## src/rtl/pipeline_ctrl.sv

```systemverilog
// -----------------------------------------------------------------------------
// pipeline_ctrl
//
// Hazard and sequencing controller for the five-stage core. Drives the level
// hold/flush controls of the IF/ID, ID/EX, EX/MEM and MEM/WB pipeline
// registers plus the PC hold/redirect. Resolves load-use hazards (one bubble),
// taken-branch squashes with an optional fetch-refill window, and data-memory
// wait states. Two wrapping performance counters track stalled and flushed
// cycles.
//
// Parameters
//   REFILL_CYCLES  extra cycles IF/ID stays flushed after a redirect (0 = none)
//   CNT_W          width of the performance counters
//
// Ports
//   clk, rst_n                 clock, asynchronous active-low reset
//   id_rs1, id_rs2             source registers of the instruction in ID
//   id_use_rs1, id_use_rs2     the ID instruction actually reads rs1 / rs2
//   ex_is_load, ex_rd          EX instruction is a load / its destination
//   ex_branch_taken            EX resolved a taken branch or jump
//   mem_req, mem_ack           data-memory access in MEM / completion strobe
//   *_hold                     register keeps its value at the next edge
//   *_flush                    register loads a NOP at the next edge
//   pc_redirect                PC loads the branch target at the next edge
//   stall_count, flush_count   performance counters
// -----------------------------------------------------------------------------
module pipeline_ctrl #(
  parameter int REFILL_CYCLES = 0,
  parameter int CNT_W         = 32
) (
  input  logic             clk,
  input  logic             rst_n,
  input  logic [4:0]       id_rs1,
  input  logic [4:0]       id_rs2,
  input  logic             id_use_rs1,
  input  logic             id_use_rs2,
  input  logic             ex_is_load,
  input  logic [4:0]       ex_rd,
  input  logic             ex_branch_taken,
  input  logic             mem_req,
  input  logic             mem_ack,
  output logic             pc_hold,
  output logic             ifid_hold,
  output logic             idex_hold,
  output logic             exmem_hold,
  output logic             ifid_flush,
  output logic             idex_flush,
  output logic             exmem_flush,
  output logic             memwb_flush,
  output logic             pc_redirect,
  output logic [CNT_W-1:0] stall_count,
  output logic [CNT_W-1:0] flush_count
);

  localparam int RW = (REFILL_CYCLES > 0) ? $clog2(REFILL_CYCLES + 1) : 1;

  typedef enum logic [1:0] {
    RUN      = 2'd0,
    REFILL   = 2'd1,
    MEM_WAIT = 2'd2
  } state_t;

  state_t          state, state_nxt;
  state_t          ret, ret_nxt;
  state_t          eff;
  logic [RW-1:0]   rcnt, rcnt_nxt;
  logic            mstall;
  logic            load_use;

  assign mstall = mem_req & ~mem_ack;

  // In the ack cycle of MEM_WAIT the controller behaves exactly as the state
  // it interrupted, so every rule below is evaluated against this view.
  assign eff = (state == MEM_WAIT) ? ret : state;

  // x0 is hard-wired zero, so a load targeting it can never feed a consumer.
  assign load_use = ex_is_load && (ex_rd != 5'd0) &&
                    ((id_use_rs1 && (id_rs1 == ex_rd)) ||
                     (id_use_rs2 && (id_rs2 == ex_rd)));

  // NOTE: every signal driven here gets a default first; a path that skipped
  // an assignment would otherwise infer a latch.
  always_comb begin
    pc_hold     = 1'b0;
    ifid_hold   = 1'b0;
    idex_hold   = 1'b0;
    exmem_hold  = 1'b0;
    ifid_flush  = 1'b0;
    idex_flush  = 1'b0;
    exmem_flush = 1'b0;
    memwb_flush = 1'b0;
    pc_redirect = 1'b0;
    state_nxt   = state;
    ret_nxt     = ret;
    rcnt_nxt    = rcnt;

    if (!rst_n) begin
      // Keep NOPs flowing into every stage while the core is held in reset.
      ifid_flush  = 1'b1;
      idex_flush  = 1'b1;
      exmem_flush = 1'b1;
      memwb_flush = 1'b1;
    end else if (mstall) begin
      // Freeze everything up to MEM; WB receives bubbles until the ack.
      pc_hold     = 1'b1;
      ifid_hold   = 1'b1;
      idex_hold   = 1'b1;
      exmem_hold  = 1'b1;
      memwb_flush = 1'b1;
      state_nxt   = MEM_WAIT;
      if (state != MEM_WAIT) ret_nxt = state;
    end else begin
      ret_nxt = RUN;
      if (ex_branch_taken) begin
        pc_redirect = 1'b1;
        ifid_flush  = 1'b1;
        idex_flush  = 1'b1;
        if (REFILL_CYCLES > 0) begin
          state_nxt = REFILL;
          rcnt_nxt  = RW'(REFILL_CYCLES);
        end else begin
          state_nxt = RUN;
        end
      end else if (eff == REFILL) begin
        // ID holds a squashed fetch, so no load-use check here.
        ifid_flush = 1'b1;
        rcnt_nxt   = rcnt - RW'(1);
        state_nxt  = (rcnt == RW'(1)) ? RUN : REFILL;
      end else begin
        state_nxt = RUN;
        if (load_use) begin
          pc_hold    = 1'b1;
          ifid_hold  = 1'b1;
          idex_flush = 1'b1;
        end
      end
    end
  end

  // NOTE: sequential state uses non-blocking assignments so every register
  // samples the pre-edge values regardless of statement order.
  always_ff @(posedge clk or negedge rst_n) begin
    if (!rst_n) begin
      state <= RUN;
      ret   <= RUN;
      rcnt  <= '0;
    end else begin
      state <= state_nxt;
      ret   <= ret_nxt;
      rcnt  <= rcnt_nxt;
    end
  end

  always_ff @(posedge clk or negedge rst_n) begin
    if (!rst_n) begin
      stall_count <= '0;
      flush_count <= '0;
    end else begin
      if (pc_hold)                 stall_count <= stall_count + CNT_W'(1);
      if (ifid_flush | idex_flush) flush_count <= flush_count + CNT_W'(1);
    end
  end

endmodule

```

## config.mk

```make
export PLATFORM = sky130hd
export DESIGN_NAME = pipeline_ctrl
export DESIGN_NICKNAME = d
export VERILOG_FILES = /design/src/rtl/pipeline_ctrl.sv
export SDC_FILE = /design/constraint.sdc
export NUM_CORES = 1
export LEC_CHECK = 0
export CORE_MARGIN = 1
export CORE_UTILIZATION = 49
export CTS_BUF_LIST = sky130_fd_sc_hd__clkbuf_4 sky130_fd_sc_hd__clkbuf_8 sky130_fd_sc_hd__clkbuf_16
export CTS_CLUSTER_SIZE = 8
export DETAILED_ROUTE_END_ITERATION = 12
export HOLD_SLACK_MARGIN = 0.03
export MAX_ROUTING_LAYER = met4
export PLACE_DENSITY = 0.83
export SETUP_SLACK_MARGIN = 0.3
export SLEW_MARGIN = 20
export SYNTH_ARGS = -nofsm -noshare
export SYNTH_HDL_FRONTEND = slang
export SYNTH_SLANG_ARGS = --single-unit
```

## constraint.sdc

```tcl
create_clock -name clk -period 2 [get_ports clk]
set_input_delay 0.2 -clock clk [delete_from_list [all_inputs] [get_ports clk]]
set_output_delay 0.2 -clock clk [all_outputs]
set_load 0.01 [all_outputs]
```

=== Word-level counts from Yosys, hierarchy flattened ===
Index checks and enable logic that the tools add are counted.

* Flip-flop bits (word level): 69
* Input port bits: 23

* Add/sub/neg operators: 3
* Equal/unequal tests: 6
* Multiplexer cells: 26
* Bitwise logic cells: 5
* Reduce and logical (&&, ||, !) cells: 8

{| class="wikitable"
|+ Operators with widths
! cell !! number
|-
| $add 32x1->32 const B || 2
|-
| $mux 1 || 22
|-
| $eq 5x5->1 || 2
|-
| $mux 2 || 4
|-
| $reduce_bool 5->1 || 1
|-
| $logic_and 1x1->1 || 4
|-
| $reduce_and 4->1 || 1
|-
| $not 1->1 || 3
|-
| $eq 2x1->1 const B || 1
|-
| $eq 2x2->1 const B || 1
|-
| $ne 2x1->1 const B || 1
|-
| $ne 2x2->1 const B || 1
|-
| $reduce_and 2->1 || 1
|-
| $and 1x1->1 || 1
|-
| $logic_or 1x1->1 || 1
|-
| $or 1x1->1 || 1
|-
| $sub 1x1->1 const B || 1
|}

=== Longest topological paths before layout ===
* Depth in word-level cells: 10
* Gate-level depth with buffers: 8

=== Least setup slack after synthesis ===
No wires, ideal clock.

* Path type: flip-flop to flip-flop
* Start point: register flush_count[3]
* End point: register flush_count[31]
* Setup time: 0.125 ns
* Data arrival time: 1.753 ns
* Data required time: 1.875 ns
* Slack: 0.122 ns
* Cell stages (with the launch flop): 7
* Path buffers: 0
* Period minus slack after synthesis: 1.878 ns
* Cells stage by stage: dfrtp_1 > nand3_4 > nor2_2 > and4_4 > nand4_4 > or4_4 > xnor2_2

* Longest elaborated chain between the ends: 1

{| class="wikitable"
|+ Ends and longest elaborated chain
! item !! line !! source
|-
| start: declaration || 52 || <nowiki>output logic [CNT_W-1:0] flush_count</nowiki>
|-
| start signal: assignment || 160 || <nowiki>if (ifid_flush | idex_flush) flush_count <= flush_count + CNT_W'(1);</nowiki>
|-
| $add 32x1->32 || 160 ||
|}

No other way between the ends.
A chain may end at the register's enable or synchronous reset.

=== Worst setup path in the final report ===
* Start point: register state[0]
* End point: register flush_count[10]

* Longest elaborated chain between the ends: 8
* Elaborated cells on any way between the ends: 12

{| class="wikitable"
|+ Ends and longest elaborated chain
! item !! line !! source
|-
| start: declaration || 63 || <nowiki>state_t state, state_nxt;</nowiki>
|-
| start signal: assignment || 148 || <nowiki>state <= state_nxt;</nowiki>
|-
| $eq 2x2->1 || 74 || <nowiki>assign eff = (state == MEM_WAIT) ? ret : state;</nowiki>
|-
| $mux 2 * || 74 ||
|-
| $eq 2x1->1 * || 124 || <nowiki>end else if (eff == REFILL) begin</nowiki>
|-
| $mux 1 || 124 ||
|-
| $mux 1 || 114 || <nowiki>if (ex_branch_taken) begin</nowiki>
|-
| $mux 1 || 103 || <nowiki>end else if (mstall) begin</nowiki>
|-
| $mux 1 || 97 || <nowiki>if (!rst_n) begin</nowiki>
|-
| $or 1x1->1 * || 160 ||
|}

Mark *: on every way between the ends. The rest lies on a longest branch, timed or not.

==> run summary <==
WP data arrival: 2.38 ns
Delay of the slowest critical-path stage: 0.38 ns
Final min period: 2.10 ns
Main flop type after synthesis: dfrtp_1
CP startpoint kind: flop
Antenna diode count: 0
Mean Syn Cell Area: 11.1 sq um
WL/cell: 21.1 um
Max IR drop VDD: 722 uV
Static Leak: 2.65 nW
CTS tree: yes
First-pass DRT Iterations: 5
CP Capture Type: flop
CP Max Fanout: 5
Clock power frac: 30.1%
Setup TNS: -0.649 ns
Req. time, crit path: 2.27 ns
Final period utilization: 105%
First-pass GRT wire length: 15.1 mm
Hold_buf cts: 0
Final net count: 517
Power per standard cell area: 738 nW/um^2
Max-Cap Viols: 0
Final WS setup: -0.104 ns
Seq/Total Area, Yosys: 47.7%
Max Clock Skew: 0.00864 ns
DRT iter0 DRCs: 244
Sw frac: 32.7%
Largest net degree at the start of global routing: 73
Final Hold Fails: 0
Sw power: 1.44 mW
Layout area overhead: 64.3%
Vias in the first global route: 3128
Reg area: 1740 sq um
Min-Delay Path Class: input port to asynchronous set/reset pin
Final Power: 4.39 mW
Ys Warns: 0
Root Driver: clkbuf_8
Cell Area, Synth: 3620 sq um
Worst-Margin Slew: 0.900 ns
Clock latency on the worst-skew pair: 0.36 ns
Gr usage total: 26.6%
CP cell instances: and4bb_4, buf_6, nor2_4, o311a_4, buf_6, a31oi_4, buf_12, nor4b_2, xor2_1
CTS Buf Count: 9
Antenna-violating nets left: 0
# DRC: 0
Pint: 2.95 mW
Net Count, Synth: 350
Failing checks: setup timing
Crit-path leading delay family: simple AND/OR/NAND/NOR gates
Combinational power share: 28.2%
Flop pwr share: 41.7%
Layout cells sized above 1: 35.8%
CTS H-Tree Depth: 3
Fill cell count: 308
Synth Register Bits: 69
# rows: 30
CP Class: flop to flop
Die area: 7730 sq um
Final Max Tran Viols: 0
Area of the core: 6940 sq um
RD Place Congestion: 0.817
Grt total ovfl: 0
Max Freq: 475 MHz
Slowest cell on the critical path: nor4b_2
Routed vias/inst: 5.87
Multi-input gate area: 2200 sq um
Synth async-reset ratio: 100%
Max_slew headroom: 40.0%
Port bufs: 95
Post-DP HPWL: 6.15 mm
Setup violators final: 19
Outcome: finished with violations
Gate Count Post-Synth: 325
Via count: 3482
Clock Tree Buf Depth: 2
Count of cell types in the netlist: 47
Initial core utilization: 52.1%
IO Pins: 96
Crit path buf inv count: 3
RSZ-0062 raised after global routing: yes
Clock tree sinks: 69
Initial antenna violation count: 0
WL final: 12.5 mm
Cell mode on critical path: buf_6
Die Span Y: 87.9 um
Clock transition at path regs: 0.07 ns
Die Wd: 87.9 um
Number of flops mapped to enable cells by yosys: 0
## area by class of cell
cell class / count / share of cell area [%]
multi-input combinational: 239 / 37.1
clock inverter: 5 / 1.41
clock buffer: 11 / 2.44
tap: 96 / 2.02
inverter: 8 / 0.547
sequential: 69 / 29.3
timing repair buffer: 165 / 27.2
## kinds of logic after synthesis
kind of cell             synth area share [%]
XOR/XNOR                                 17.9
flip-flops                               47.7
AO/OA/AOI/OAI                            3.67
buffers and inverters                    3.53
AND/OR/NAND/NOR                          26.5
adder cells (fa/ha/maj)                 0.692
## flip-flops by register name (all words and copies together), names as in the netlist
register     count
flush_count     32
stall_count     32
ret              2
state            2
rcnt             1
## placed cells by master, fill, tap and decap left out, types with 3 or more instances in the layout
cell type        instances
and4_4                   4
clkdlybuf4s50_1         82
nand3_2                  9
buf_12                   5
and3_1                   9
dfrtp_2                 10
nor3_2                   3
nand2_4                  3
nor4_4                   7
nor3_4                   9
buf_6                   19
xor2_1                  14
nand2_2                  3
inv_1                    6
nand4_1                 31
nor2_1                   8
and2_1                   4
nand3_1                 10
buf_4                   47
dfrtp_1                 59
xnor2_1                 51
nand2_1                 26
xnor2_2                  8
nor2_4                   3
a31o_4                   4
clkbuf_8                10
dlygate4sd2_1            4
## synthesized netlist by cell type (all sizes together) (2+ instances only)
| library cell | count | area, sq um |
|---|---|---|
| and3 | 10 | 62.6 |
| a31oi | 2 | 33.8 |
| and4 | 7 | 66.3 |
| nor4 | 7 | 81.3 |
| inv | 8 | 30.0 |
| nor4bb | 2 | 35.0 |
| or3 | 2 | 17.5 |
| clkbuf | 3 | 11.3 |
| nor2 | 11 | 51.3 |
| nor3 | 13 | 75.1 |
| nand2 | 32 | 120 |
| nand4 | 33 | 236 |
| xor2 | 14 | 123 |
| and2 | 4 | 25.0 |
| nor2b | 2 | 12.5 |
| xnor2 | 59 | 524 |
| ha | 2 | 25.0 |
| dfrtp | 69 | 1730 |
| nand3 | 21 | 118 |
| buf | 9 | 86.3 |
| a21oi | 3 | 15.0 |
## power groups by stage
stage | sequential, mW | combinational [mW] | clock, mW
floorplan | 1.83 | 0.408 | 0
global placement | 1.79 | 0.949 | 0
detailed placement | 1.81 | 0.973 | 0
CTS | 1.79 | 1.06 | 1.31
global route | 1.85 | 1.31 | 1.39
finish | 1.83 | 1.24 | 1.32
## what timing repair did
| item | CTS | global route |
|---|---|---|
| pin swaps | 19 | 61 |
| gates cloned | 0 | 6 |
| setup buffers | 13 | 28 |
| setup endpoints to repair | 70 | 71 |
| resized for setup | 51 | 71 |
## worst reg2reg max path, stage by stage (launching register included)
cell,delay (ns)
dfrtp_1,0.37
and4bb_4,0.25
buf_6,0.12
nor2_4,0.10
o311a_4,0.23
buf_6,0.11
a31oi_4,0.09
buf_12,0.16
nor4b_2,0.38
xor2_1,0.21
## routing by layer
metal / GRT usage (%) / part of all wire, % / routed length, um / up-vias
li1: - / - / - / 1500
met1: 31.9 / 38 / 4720 / 1723
met2: 44.0 / 51 / 6400 / 206
met3: 4.43 / 7.4 / 927 / 53
met4: 12.2 / 3.8 / 471 / 0
met5: - / 0 / 0 / -
## path summary, 6_finish.rpt
check,startpoint,end,slack [ns],cells after the start
worst max-delay path,state[0]$_DFFE_PN0P_,flush_count[10]$_DFFE_PN0P_,-0.10,9
worst min-delay path,rst_n,state[0]$_DFFE_PN0P_,0.17,2
min in group clk,rst_n,state[0]$_DFFE_PN0P_,0.31,3
worst max register to register,state[0]$_DFFE_PN0P_,flush_count[10]$_DFFE_PN0P_,-0.10,9
worst min register to register,stall_count[31]$_DFFE_PN0P_,stall_count[31]$_DFFE_PN0P_,0.48,1
max in group asynchronous,rst_n,flush_count[0]$_DFFE_PN0P_,1.17,2
## through the flow
| stage | cell area [sq um] | instances | worst slack [ns] | utilization (%) | hold slack, ns |
|---|---|---|---|---|---|
| final | 5940 | 593 | -0.104 | 85.6 | 0.167 |
| after global routing | 5940 | 593 | -0.138 | 85.6 | 0.280 |
| after CTS | 5350 | 559 | -0.0551 | 77.0 | 0.179 |
| after detailed placement | 4860 | 530 | -0.379 | 70.0 | 0.461 |
| after global placement | 4860 | 530 | -0.340 | 70.0 | 0.444 |
| after floorplan | 3680 | 325 | 0.196 | - | -0.0956 |
(Power assumes the default switching activity.)
